$ cat src/rtl/rom_load_sequencer.sv
// ROM download sequencer: steers ioctl bytes into 8 ROM regions, holds core reset.
// Define ROM_CHECKSUM_EN to build the mod-256 checksum accumulator and checker.
module rom_load_sequencer #(
    parameter int          REGION_SHIFT = 14,
    parameter logic [16:0] ROM_SIZE     = 17'h10000,
    parameter int          HOLD_CYCLES  = 4096,
    parameter logic [7:0]  EXP_SUM      = 8'h00
) (
    input  logic                    clk_sys,
    input  logic                    reset,
    input  logic                    ioctl_download,
    input  logic                    ioctl_wr,
    input  logic [24:0]             ioctl_addr,
    input  logic [7:0]              ioctl_dout,
    output logic [REGION_SHIFT-1:0] rom_addr,
    output logic [7:0]              rom_data,
    output logic [7:0]              rom_we,
    output logic                    core_reset,
    output logic                    load_done,
    output logic [16:0]             byte_count,
    output logic                    overrun,
    output logic [7:0]              checksum,
    output logic                    checksum_ok
);

    typedef enum logic [1:0] {
        IDLE,
        LOAD,
        FLUSH,
        HOLD
    } state_t;

    localparam int HW = (HOLD_CYCLES > 1) ? $clog2(HOLD_CYCLES) : 1;
    localparam logic [HW-1:0] HOLD_LAST = HW'(HOLD_CYCLES - 1);
    localparam logic [24:0] ROM_LIMIT = {8'h00, ROM_SIZE};

    state_t        state;
    state_t        state_d;
    logic [HW-1:0] hold_cnt;
    logic [HW-1:0] hold_cnt_d;
    logic          start;
    logic          hold_end;
    logic          active;
    logic          in_range;
    logic          wr_ok;
    logic          wr_bad;
    logic [2:0]    region;
    logic [16:0]   cnt_d;
    logic          ovr_d;
    logic          ld_d;

    assign in_range = (ioctl_addr < ROM_LIMIT);
    assign region   = ioctl_addr[REGION_SHIFT+2:REGION_SHIFT];
    // The cycle that opens a load also carries a write
    assign active   = start || (state == LOAD);
    assign wr_ok    = active && ioctl_wr && in_range;
    assign wr_bad   = active && ioctl_wr && !in_range;

    always_ff @(posedge clk_sys or posedge reset) begin
        if (reset) begin
            state    <= IDLE;
            hold_cnt <= '0;
        end else begin
            state    <= state_d;
            hold_cnt <= hold_cnt_d;
        end
    end

    always_comb begin
        state_d    = state;
        hold_cnt_d = hold_cnt;
        start      = 1'b0;
        hold_end   = 1'b0;
        unique case (state)
            IDLE: begin
                if (ioctl_download) begin
                    state_d = LOAD;
                    start   = 1'b1;
                end
            end
            LOAD: begin
                if (!ioctl_download) begin
                    state_d = FLUSH;
                end
            end
            FLUSH: begin
                state_d    = HOLD;
                hold_cnt_d = '0;
            end
            HOLD: begin
                if (ioctl_download) begin
                    state_d = LOAD;
                    start   = 1'b1;
                end else if (hold_cnt == HOLD_LAST) begin
                    state_d  = IDLE;
                    hold_end = 1'b1;
                end else begin
                    hold_cnt_d = hold_cnt + 1'b1;
                end
            end
            default: state_d = IDLE;
        endcase
    end

    always_comb begin
        cnt_d = start ? 17'h00000 : byte_count;
        if (wr_ok && (cnt_d != 17'h1FFFF)) begin
            cnt_d = cnt_d + 17'h00001;
        end
        ovr_d = (start ? 1'b0 : overrun) | wr_bad;
        ld_d  = load_done;
        if (start) begin
            ld_d = 1'b0;
        end else if (hold_end) begin
            ld_d = (byte_count != 17'h00000);
        end
    end

    always_ff @(posedge clk_sys or posedge reset) begin
        if (reset) begin
            rom_we     <= 8'h00;
            rom_addr   <= '0;
            rom_data   <= 8'h00;
            core_reset <= 1'b1;
            load_done  <= 1'b0;
            byte_count <= 17'h00000;
            overrun    <= 1'b0;
        end else begin
            rom_we <= wr_ok ? (8'h01 << region) : 8'h00;
            if (wr_ok) begin
                rom_addr <= ioctl_addr[REGION_SHIFT-1:0];
                rom_data <= ioctl_dout;
            end
            // Follows the registered state, so it lags transitions by one cycle
            core_reset <= (state != IDLE) || !load_done;
            load_done  <= ld_d;
            byte_count <= cnt_d;
            overrun    <= ovr_d;
        end
    end

`ifdef ROM_CHECKSUM_EN
    logic [7:0] sum_q;
    logic [7:0] sum_d;
    logic       ok_q;

    always_comb begin
        sum_d = start ? 8'h00 : sum_q;
        if (wr_ok) begin
            sum_d = sum_d + ioctl_dout;
        end
    end

    always_ff @(posedge clk_sys or posedge reset) begin
        if (reset) begin
            sum_q <= 8'h00;
            ok_q  <= 1'b0;
        end else begin
            sum_q <= sum_d;
            ok_q  <= ld_d && (sum_d == EXP_SUM);
        end
    end

    assign checksum    = sum_q;
    assign checksum_ok = ok_q;
`else
    logic unused_exp_sum;

    assign unused_exp_sum = ^EXP_SUM;
    assign checksum       = 8'h00;
    assign checksum_ok    = 1'b1;
`endif

endmodule

$ cat config.mk
export PLATFORM = sky130hd
export DESIGN_NAME = rom_load_sequencer
export DESIGN_NICKNAME = d
export VERILOG_FILES = /design/src/rtl/rom_load_sequencer.sv
export SDC_FILE = /design/constraint.sdc
export NUM_CORES = 1
export LEC_CHECK = 0
export ABC_AREA = 1
export CORE_ASPECT_RATIO = 1.75
export CORE_MARGIN = 2
export CORE_UTILIZATION = 25
export CTS_CLUSTER_SIZE = 10
export DETAILED_ROUTE_END_ITERATION = 16
export GPL_ROUTABILITY_DRIVEN = 0
export PLACE_DENSITY_LB_ADDON = 0.1
export SKIP_CTS_REPAIR_TIMING = 1
export SYNTH_ARGS = -nofsm -noshare
export SYNTH_HDL_FRONTEND = slang
export SYNTH_SLANG_ARGS = --single-unit
$ cat constraint.sdc
create_clock -name clk_sys -period 3.06 [get_ports clk_sys]
set_clock_uncertainty 0.05 [all_clocks]
set_input_delay 0.612 -clock clk_sys [delete_from_list [all_inputs] [get_ports clk_sys]]
set_output_delay 0.612 -clock clk_sys [all_outputs]
set_load 0.05 [all_outputs]
==> impl_metrics.env, run 1 <==
export IMPL_synth_common_cells="126 x nand2_1, 63 x dfrtp_1, 48 x nand3_1, 45 x inv_1, 42 x nor2_1"
export IMPL_fillers=1375
export IMPL_grt_usage_pct=14.23
export IMPL_dr_pass1_iters=4
export IMPL_slew_viol_final=0
export IMPL_period_share_pct=89.16
export IMPL_final_nets=568
export IMPL_start_kind="flip-flop"
export IMPL_synth_cells=413
export IMPL_setup_viol=0
export IMPL_grt_overflow=0
export IMPL_hold_viol=0
export IMPL_worstPathRequired_ps=3230
export IMPL_area_growth_pct=43.51
export IMPL_crit_buf_inv=4
export IMPL_rsz0062_at_grt="no"
export IMPL_power_density_nw_per_um2=528.3
export IMPL_irDropWorstVdd_uv=288.9
export IMPL_min_period_ps=2728
export IMPL_die_w_um=90.68
export IMPL_pre_cts_ws_ps=6.334
export IMPL_dieArea_um2=14120
export IMPL_rows=55
export IMPL_cts_sinks=64
export IMPL_critPathTopFamily="simple AND/OR/NAND/NOR gates"
export IMPL_yosysTopAreaCellShare_pct=47.96
export IMPL_antenna_found_initial=0
export IMPL_grt_use_met2_pct=27.58
export IMPL_via_per_inst=4.323
export IMPL_ys_top_cells_by_area="dfrtp_1 48%, nand2_1 14%, nand3_1 7.3%"
export IMPL_ff_latch_area_um2=1604
export IMPL_status="complete, no violations"
export IMPL_multi_input_area_um2=1446
export IMPL_grt_met1_usage_pct=14.55
export IMPL_worstSetupPathType="reg2reg"
export IMPL_seq_area_frac_synth_pct=48.76
export IMPL_htree_num_levels=3
export IMPL_ys_flop_type="dfrtp_1"
export IMPL_cp_max_fo=16
export IMPL_numPortBuffers=86
export IMPL_wire_per_inst_um=14.02
export IMPL_async_reset_ff_share_pct=100.0
export IMPL_crit_cells=18
export IMPL_place_inst=683
export IMPL_stdcell_count=699
export IMPL_dr_total_vias=3022
export IMPL_ant_nets=0
export IMPL_dp_hpwl_mm=7.496
export IMPL_hold_path_depth=2
export IMPL_drive_gt1_share_pct=9.091
export IMPL_slowest_stage="dfrtp_2"
export IMPL_cellLeakagePower_nw=2.240
export IMPL_crit_chain="inv_1 > ha_1 > inv_1 > nand2_2 > inv_1 > nor2_1 > ha_1 > nand2_1 > nor2_1 > nand4_1 > nor3_2 > ha_1 > inv_1 > nand3_4 > nor2_1 > nand2_1 > nand2_1 > nand2_1"
export IMPL_route_detailed_drc=0
export IMPL_die_h_um=155.7
export IMPL_yosysWarnings=0
export IMPL_cts_tree="built"
export IMPL_drt_initial_drc_count=113
export IMPL_synth_edf_count=0
export IMPL_met3_usage_pct=2.705
export IMPL_crit_arrival_ps=2900
export IMPL_wl_mm=9.801
export IMPL_worstMarginPinSlew_ps=568.7
export IMPL_grt_pass1_vias=3029
export IMPL_synth_top_area_cell="dfrtp_1"
export IMPL_final_core_util_pct=36.66
export IMPL_numCtsBuffers=9
export IMPL_start_util_pct=25.54
export IMPL_cts_clk_slew_worst_paths_ps=60
export IMPL_synth_cell_types=28
export IMPL_setup_ws_ps=331.7
export IMPL_p_total_mw=2.492
export IMPL_syn_area_per_cell_um2=7.959
export IMPL_cap_viol_max_count=0
export IMPL_root_buffer="clkbuf_16"
export IMPL_num_antenna_cells=0
export IMPL_grt_pass1_wl_mm=15.64
export IMPL_clock_latency_ps=330
export IMPL_yosysMostFrequentCell="nand2_1"
export IMPL_slew_headroom_pct=61.97
export IMPL_end_kind="flip-flop"
export IMPL_hold_class="reg2reg"
export IMPL_grt_busiest_layer="met2"
export IMPL_clock_fmax_mhz=366.5
export IMPL_r2r_cells=18
export IMPL_cts_buffer_depth=2
export IMPL_synth_seq_cells=64
export IMPL_grt_max_degree=27
export IMPL_setup_tns_ps=0
export IMPL_core_area_um2=12870
export IMPL_max_stage_delay_ps=440
export IMPL_syn_cell_area_um2=3287
export IMPL_pin_count=96
-- worst paths after layout --
check                       startpoint             to  slack, ps
min reg2reg                rom_addr[6]    rom_addr[6]        420
max reg2reg                   state[0]  byte_count[7]        330
min in group asynchronous        reset    rom_data[6]        610
max in group asynchronous        reset       state[0]       1630
min                        rom_addr[6]    rom_addr[6]        420
max                           state[0]  byte_count[7]        330
-- stage by stage --
stage	cell area, um2	hold WS, ps
floorplan	3328	399.4
global placement	4438	404.6
detailed placement	4438	407.2
CTS	4711	421.3
global route	4717	446.7
finish	4717	416.9
-- area by class of cell --
type | count | area share [%]
clock buffers | 9 | 4.775
clock inverters | 7 | 1.008
inverters | 45 | 3.581
multi-input cells | 297 | 30.66
flip-flops and latches | 64 | 34.01
well taps | 171 | 4.536
repair buffers | 106 | 21.43
-- routing by layer --
metal	vias up	wire length (um)
met2	62	5570
met5	-	0
met4	0	197
met3	11	333
met1	1447	3700
li1	1502	-
-- worst register-to-register path: stages, from the launching register on --
cell and delay (ps):
dfrtp_2 440, inv_1 120, ha_1 240, inv_1 80, nand2_2 60, inv_1 90, nor2_1 60, ha_1 200
nand2_1 80, nor2_1 60, nand4_1 160, nor3_2 60, ha_1 200, inv_1 90, nand3_4 200, nor2_1 250
nand2_1 80, nand2_1 60, nand2_1 40
-- layout by cell type, fill, tap and decap left out, types with 8 or more instances in the layout --
master	Yosys	routed
o21ai_0	12	12
nand2_1	126	126
inv_1	45	44
buf_4	9	20
nor3_1	12	11
nor2_1	42	41
dfrtp_1	63	62
conb_1	2	13
nand3_1	48	48
clkbuf_16	0	9
ha_1	8	8
clkdlybuf4s50_1	0	86
xnor2_1	8	8
-- sequential cells by signal, summed over array words and instances (netlist names) --
signal / count
byte_count: 17
rom_data: 8
hold_cnt: 12
state: 2
load_done: 1
rom_addr: 14
rom_we: 8
core_reset: 1
overrun: 1
-- power by group --
part           leakage (nW)  total [mW]  internal [mW]  switching, mW
Combinational          1.24       0.617          0.202          0.416
Sequential            0.871       0.934          0.894         0.0395
Clock                 0.132       0.941          0.547          0.394
Total                  2.24        2.49           1.64          0.849
-- logic make-up (layout without fill, tap and decap cells) --
family / after synthesis / in the layout / synth area share [%]
buffers and inverters: 63 / 167 / 8.717
flip-flops: 64 / 64 / 48.76
XOR/XNOR: 13 / 13 / 3.464
AND/OR/NAND/NOR: 245 / 245 / 32.36
AO/OA/AOI/OAI: 18 / 18 / 3.426
adder cells (fa/ha/maj): 8 / 8 / 3.045
other: 2 / 13 / 0.2285
Power figures use the tool's default switching activity.
==> run 2, diff against run 1 <==
- clock period: 3.06 -> 2.9 ns (I/O delays scaled with it)
==> impl_metrics.env, run 2 (synthesis results as in run 1) <==
export IMPL_status="complete, no violations"
export IMPL_slew_viol_final=0
export IMPL_place_inst=686
export IMPL_pwr_share_comb_pct=24.8
export IMPL_stdcell_count=705
export IMPL_drive_gt1_share_pct=10.67
export IMPL_via_per_inst=4.365
export IMPL_antenna_found_initial=0
export IMPL_r2r_cells=14
export IMPL_route_detailed_drc=0
export IMPL_min_to="rom_addr[4]"
export IMPL_cts_sinks=64
export IMPL_period_share_pct=96.38
export IMPL_clock_latency_ps=330
export IMPL_setup_viol=0
export IMPL_numCtsBuffers=9
export IMPL_end_kind="flip-flop"
export IMPL_hold_class="reg2reg"
export IMPL_cts_buffer_depth=2
export IMPL_layout_commonest_cell="nand2_1"
export IMPL_worstSetupPathType="in2reg"
export IMPL_worstMarginPinSlew_ps=547.7
export IMPL_grt_max_degree=28
export IMPL_min_from="rom_addr[4]"
export IMPL_p_clk_share_pct=41.0
export IMPL_cts_tree="built"
export IMPL_final_cell_mix="126 x nand2_1, 86 x clkdlybuf4s50_1, 63 x dfrtp_1, 48 x nand3_1, 43 x inv_1"
export IMPL_critPathLaunch="ioctl_download"
export IMPL_top_regs="byte_count (17), rom_addr (14), hold_cnt (12)"
export IMPL_netSwitchingFraction_pct=32.09
export IMPL_grt_pass1_vias=2957
export IMPL_rsz0062_at_grt="yes"
export IMPL_clock_fmax_mhz=357.8
export IMPL_grt_pass1_wl_mm=15.66
export IMPL_fin_hold_ws_ps=416.3
export IMPL_slew_headroom_pct=63.37
export IMPL_htree_num_levels=3
export IMPL_timing_rr_start="state[1]"
export IMPL_setup_tns_ps=0
export IMPL_final_nets=574
export IMPL_drt_initial_drc_count=137
export IMPL_cts_clk_slew_worst_paths_ps=60
export IMPL_root_buffer="clkbuf_16"
export IMPL_irDropWorstVdd_uv=295.8
export IMPL_die_h_um=155.7
export IMPL_p_int_mw=1.934
export IMPL_p_seq_share_pct=34.2
export IMPL_num_antenna_cells=0
export IMPL_grt_overflow=0
export IMPL_dr_total_vias=3077
export IMPL_core_area_um2=12870
export IMPL_regMostFlops="byte_count"
export IMPL_start_kind="input pin"
export IMPL_crit_arrival_ps=2960
export IMPL_hold_viol=0
export IMPL_grt_usage_pct=14.23
export IMPL_ant_nets=0
export IMPL_pin_count=96
export IMPL_dp_hpwl_mm=7.228
export IMPL_start_util_pct=25.54
export IMPL_r2r_end="byte_count[8]"
export IMPL_dieArea_um2=14120
export IMPL_wire_per_inst_um=14.06
export IMPL_hold_path_depth=2
export IMPL_cp_max_fo=14
export IMPL_largest_reg_flops=17
export IMPL_ff2ff_setup_slack_ps=140
export IMPL_cellLeakagePower_nw=2.284
export IMPL_fillers=1354
export IMPL_cap_viol_max_count=0
export IMPL_dr_pass1_iters=4
export IMPL_min_period_ps=2795
export IMPL_numPortBuffers=86
export IMPL_p_sw_mw=0.9137
export IMPL_power_density_nw_per_um2=588.7
export IMPL_wl_mm=9.909
export IMPL_rows=55
export IMPL_worstPathRequired_ps=3060
export IMPL_die_w_um=90.68
export IMPL_area_growth_pct=47.16
==> run 2: power groups by stage <==
stage	clock (mW)	combinational, mW	sequential (mW)
4_1_cts	1.20	0.704	0.977
3_3_place_gp	0	0.700	0.991
2_1_floorplan	0	0.363	1.06
5_1_grt	1.24	0.779	0.979
6_report	1.17	0.706	0.974
3_5_place_dp	0	0.700	0.993
==> run 2: final cells by class <==
class | count | area (um2) | area share [%]
clock buffer | 9 | 225.2 | 4.656
clock inverter | 7 | 96.34 | 1.992
inverter | 45 | 168.9 | 3.492
multi-input combinational | 298 | 1469 | 30.37
sequential | 64 | 1603 | 33.14
tap | 171 | 214.0 | 4.423
timing repair buffer | 111 | 1061 | 21.93
==> run 2: worst max-delay path by stage <==
stage                          to  slack, ps  cells after the start
floorplan           byte_count[9]         10                     18
global placement    byte_count[5]       -220                     12
detailed placement  byte_count[5]       -230                     14
CTS                 byte_count[5]        100                     16
global route        byte_count[4]       -100                     14
finish              byte_count[8]        110                     12
==> run 2: per-stage QoR <==
stage / instance area (um2) / total power [mW] / utilization, % / worst slack, ps
after CTS: 4807 / 2.884 / 37.36 / 98.43
after floorplan: 3343 / 1.423 / - / 12.58
after global routing: 4837 / 3.003 / 37.59 / -95.34
final: 4837 / 2.848 / 37.59 / 105.0
after global placement: 4486 / 1.691 / 34.86 / -222.0
after detailed placement: 4486 / 1.694 / 34.86 / -228.5
==> run 2: critical path, cell delays in order <==
cell	delay [ps]
clkdlybuf4s50_1	490
nand2_4	110
buf_4	190
nand3_1	140
nor2_1	290
nand4_1	230
nor3_2	210
ha_2	190
inv_1	90
nand3_2	200
nor2_1	70
xor2_1	140
==> run 2: metal layers <==
metal  vias up  GRT usage (%)  routed length, um
met3        16          3.092                469
met1      1457          15.89               3869
li1       1513              -                  -
met5         -              0                  0
met4         0          6.374                232
met2        91          25.69               5337
==> run 3, diff against run 2 <==
- clock period: 2.9 -> 3.3 ns (I/O delays scaled with it)
==> impl_metrics.env, run 3 (synthesis results as in run 1) <==
export IMPL_status="complete, no violations"
export IMPL_pre_cts_ws_ps=145.1
export IMPL_final_nets=562
export IMPL_grt_usage_pct=14.59
export IMPL_grt_max_degree=30
export IMPL_start_util_pct=25.54
export IMPL_dr_total_vias=2981
export IMPL_cp_max_fo=17
export IMPL_worstSetupPathType="reg2reg"
export IMPL_cts_buffer_depth=2
export IMPL_max_stage_delay_ps=450
export IMPL_slew_viol_final=0
export IMPL_regMostFlops="byte_count"
export IMPL_critPathTopFamily="simple AND/OR/NAND/NOR gates"
export IMPL_crit_arrival_ps=3000
export IMPL_place_inst=677
export IMPL_worstMarginPinSlew_ps=642.9
export IMPL_cellLeakagePower_nw=2.230
export IMPL_setup_tns_ps=0
export IMPL_numPortBuffers=86
export IMPL_min_from="rom_addr[3]"
export IMPL_min_period_ps=2836
export IMPL_period_share_pct=85.93
export IMPL_num_antenna_cells=0
export IMPL_cts_tree="built"
export IMPL_final_cell_mix="126 x nand2_1, 86 x clkdlybuf4s50_1, 63 x dfrtp_1, 48 x nand3_1, 44 x inv_1"
export IMPL_power_density_nw_per_um2=506.8
export IMPL_cts_clk_slew_worst_paths_ps=60
export IMPL_via_per_inst=4.302
export IMPL_critPathLaunch="state[0]"
export IMPL_pin_count=96
export IMPL_setup_ws_ps=464.2
export IMPL_setup_viol=0
export IMPL_area_growth_pct=42.86
export IMPL_clock_fmax_mhz=352.6
export IMPL_layout_commonest_cell="nand2_1"
export IMPL_start_kind="flip-flop"
export IMPL_critPathMostFrequentCell="inv_1"
export IMPL_crit_buf_inv=4
export IMPL_core_area_um2=12870
export IMPL_numCtsBuffers=9
export IMPL_drt_initial_drc_count=152
export IMPL_worstPathRequired_ps=3470
export IMPL_htree_num_levels=3
export IMPL_slew_headroom_pct=57.08
export IMPL_largest_reg_flops=17
export IMPL_cap_viol_max_count=0
export IMPL_clock_latency_ps=330
export IMPL_hold_class="reg2reg"
export IMPL_dieArea_um2=14120
export IMPL_grt_overflow=0
export IMPL_crit_chain="inv_1 > ha_1 > inv_1 > nand2_2 > inv_1 > nor2_1 > ha_1 > nand2_1 > nor2_1 > nand4_1 > nor3_1 > ha_1 > inv_1 > nand3_4 > nor2_1 > xnor2_1"
export IMPL_antenna_found_initial=0
export IMPL_die_h_um=155.7
export IMPL_end_kind="flip-flop"
export IMPL_top_regs="byte_count (17), rom_addr (14), hold_cnt (12)"
export IMPL_rsz0062_at_grt="no"
export IMPL_irDropWorstVdd_uv=233.2
export IMPL_slowest_stage="dfrtp_1"
export IMPL_grt_pass1_wl_mm=15.86
export IMPL_hold_viol=0
export IMPL_drive_gt1_share_pct=7.663
export IMPL_stdcell_count=693
export IMPL_cts_sinks=64
export IMPL_dr_pass1_iters=4
export IMPL_wire_per_inst_um=14.06
export IMPL_grt_pass1_vias=3080
export IMPL_dp_hpwl_mm=7.510
export IMPL_dpl_cell_area_um2=4393
export IMPL_rows=55
export IMPL_timing_rr_start="state[0]"
export IMPL_ant_nets=0
export IMPL_die_w_um=90.68
export IMPL_route_detailed_drc=0
export IMPL_root_buffer="clkbuf_16"
export IMPL_wl_mm=9.747
export IMPL_fin_area_um2=4696
-- run 3: cell count changes in the layout (fill, tap and decap cells not counted), moves of 2 or more --
cell | before | now
inv_6 | 0 | 2
nor2_1 | 39 | 41
nor2_2 | 4 | 2
buf_4 | 24 | 14
clkinvlp_4 | 3 | 1
-- run 3: stage by stage --
| stage | hold slack [ps] | utilization, % | power [mW] |
|---|---|---|---|
| after floorplan | 399.4 | - | 1.239 |
| after global placement | 404.8 | 34.14 | 1.450 |
| after detailed placement | 407.8 | 34.14 | 1.453 |
| after CTS | 421.8 | 36.49 | 2.429 |
| after global routing | 442.4 | 36.49 | 2.528 |
| final | 417.3 | 36.49 | 2.380 |
-- run 3: cell type report --
type                            count  area, um2
Multi-Input combinational cell    297       1441
Sequential cell                    64       1603
Tap cell                          171      214.0
Inverter                           45      168.9
Fill cell                        1369       8173
Timing Repair Buffer              100      965.9
Clock buffer                        9      225.2
Clock inverter                      7      77.57
-- run 3: power breakdown --
part           internal [mW]  switching (mW)
registers              0.828          0.0374
logic                  0.180           0.379
clock network          0.590           0.365
-- run 3: routing by layer --
metal  wire, um  vias up  GRT usage [%]
met5          0        -              0
met3        397        7          2.850
li1           -     1489              -
met2       5736       69          29.32
met1       3485     1416          14.39
met4        127        0          5.495
-- run 3: path summary, 6_finish.rpt --
| check | end | slack [ps] | cells past startpoint |
|---|---|---|---|
| min reg2reg | rom_addr[3] | 420 | 2 |
| max | byte_count[5] | 460 | 16 |
| max reg2reg | byte_count[5] | 460 | 16 |
| min | rom_addr[3] | 420 | 2 |
| min in group asynchronous | rom_data[7] | 700 | 2 |
| max in group asynchronous | core_reset | 1800 | 3 |
-- run 3: worst reg2reg max path, stage by stage, from the launching register on --
cell	delay, ps
dfrtp_1	450
inv_1	110
ha_1	290
inv_1	50
nand2_2	70
inv_1	70
nor2_1	140
ha_1	190
nand2_1	70
nor2_1	150
nand4_1	160
nor3_1	210
ha_1	200
inv_1	70
nand3_4	200
nor2_1	120
xnor2_1	130
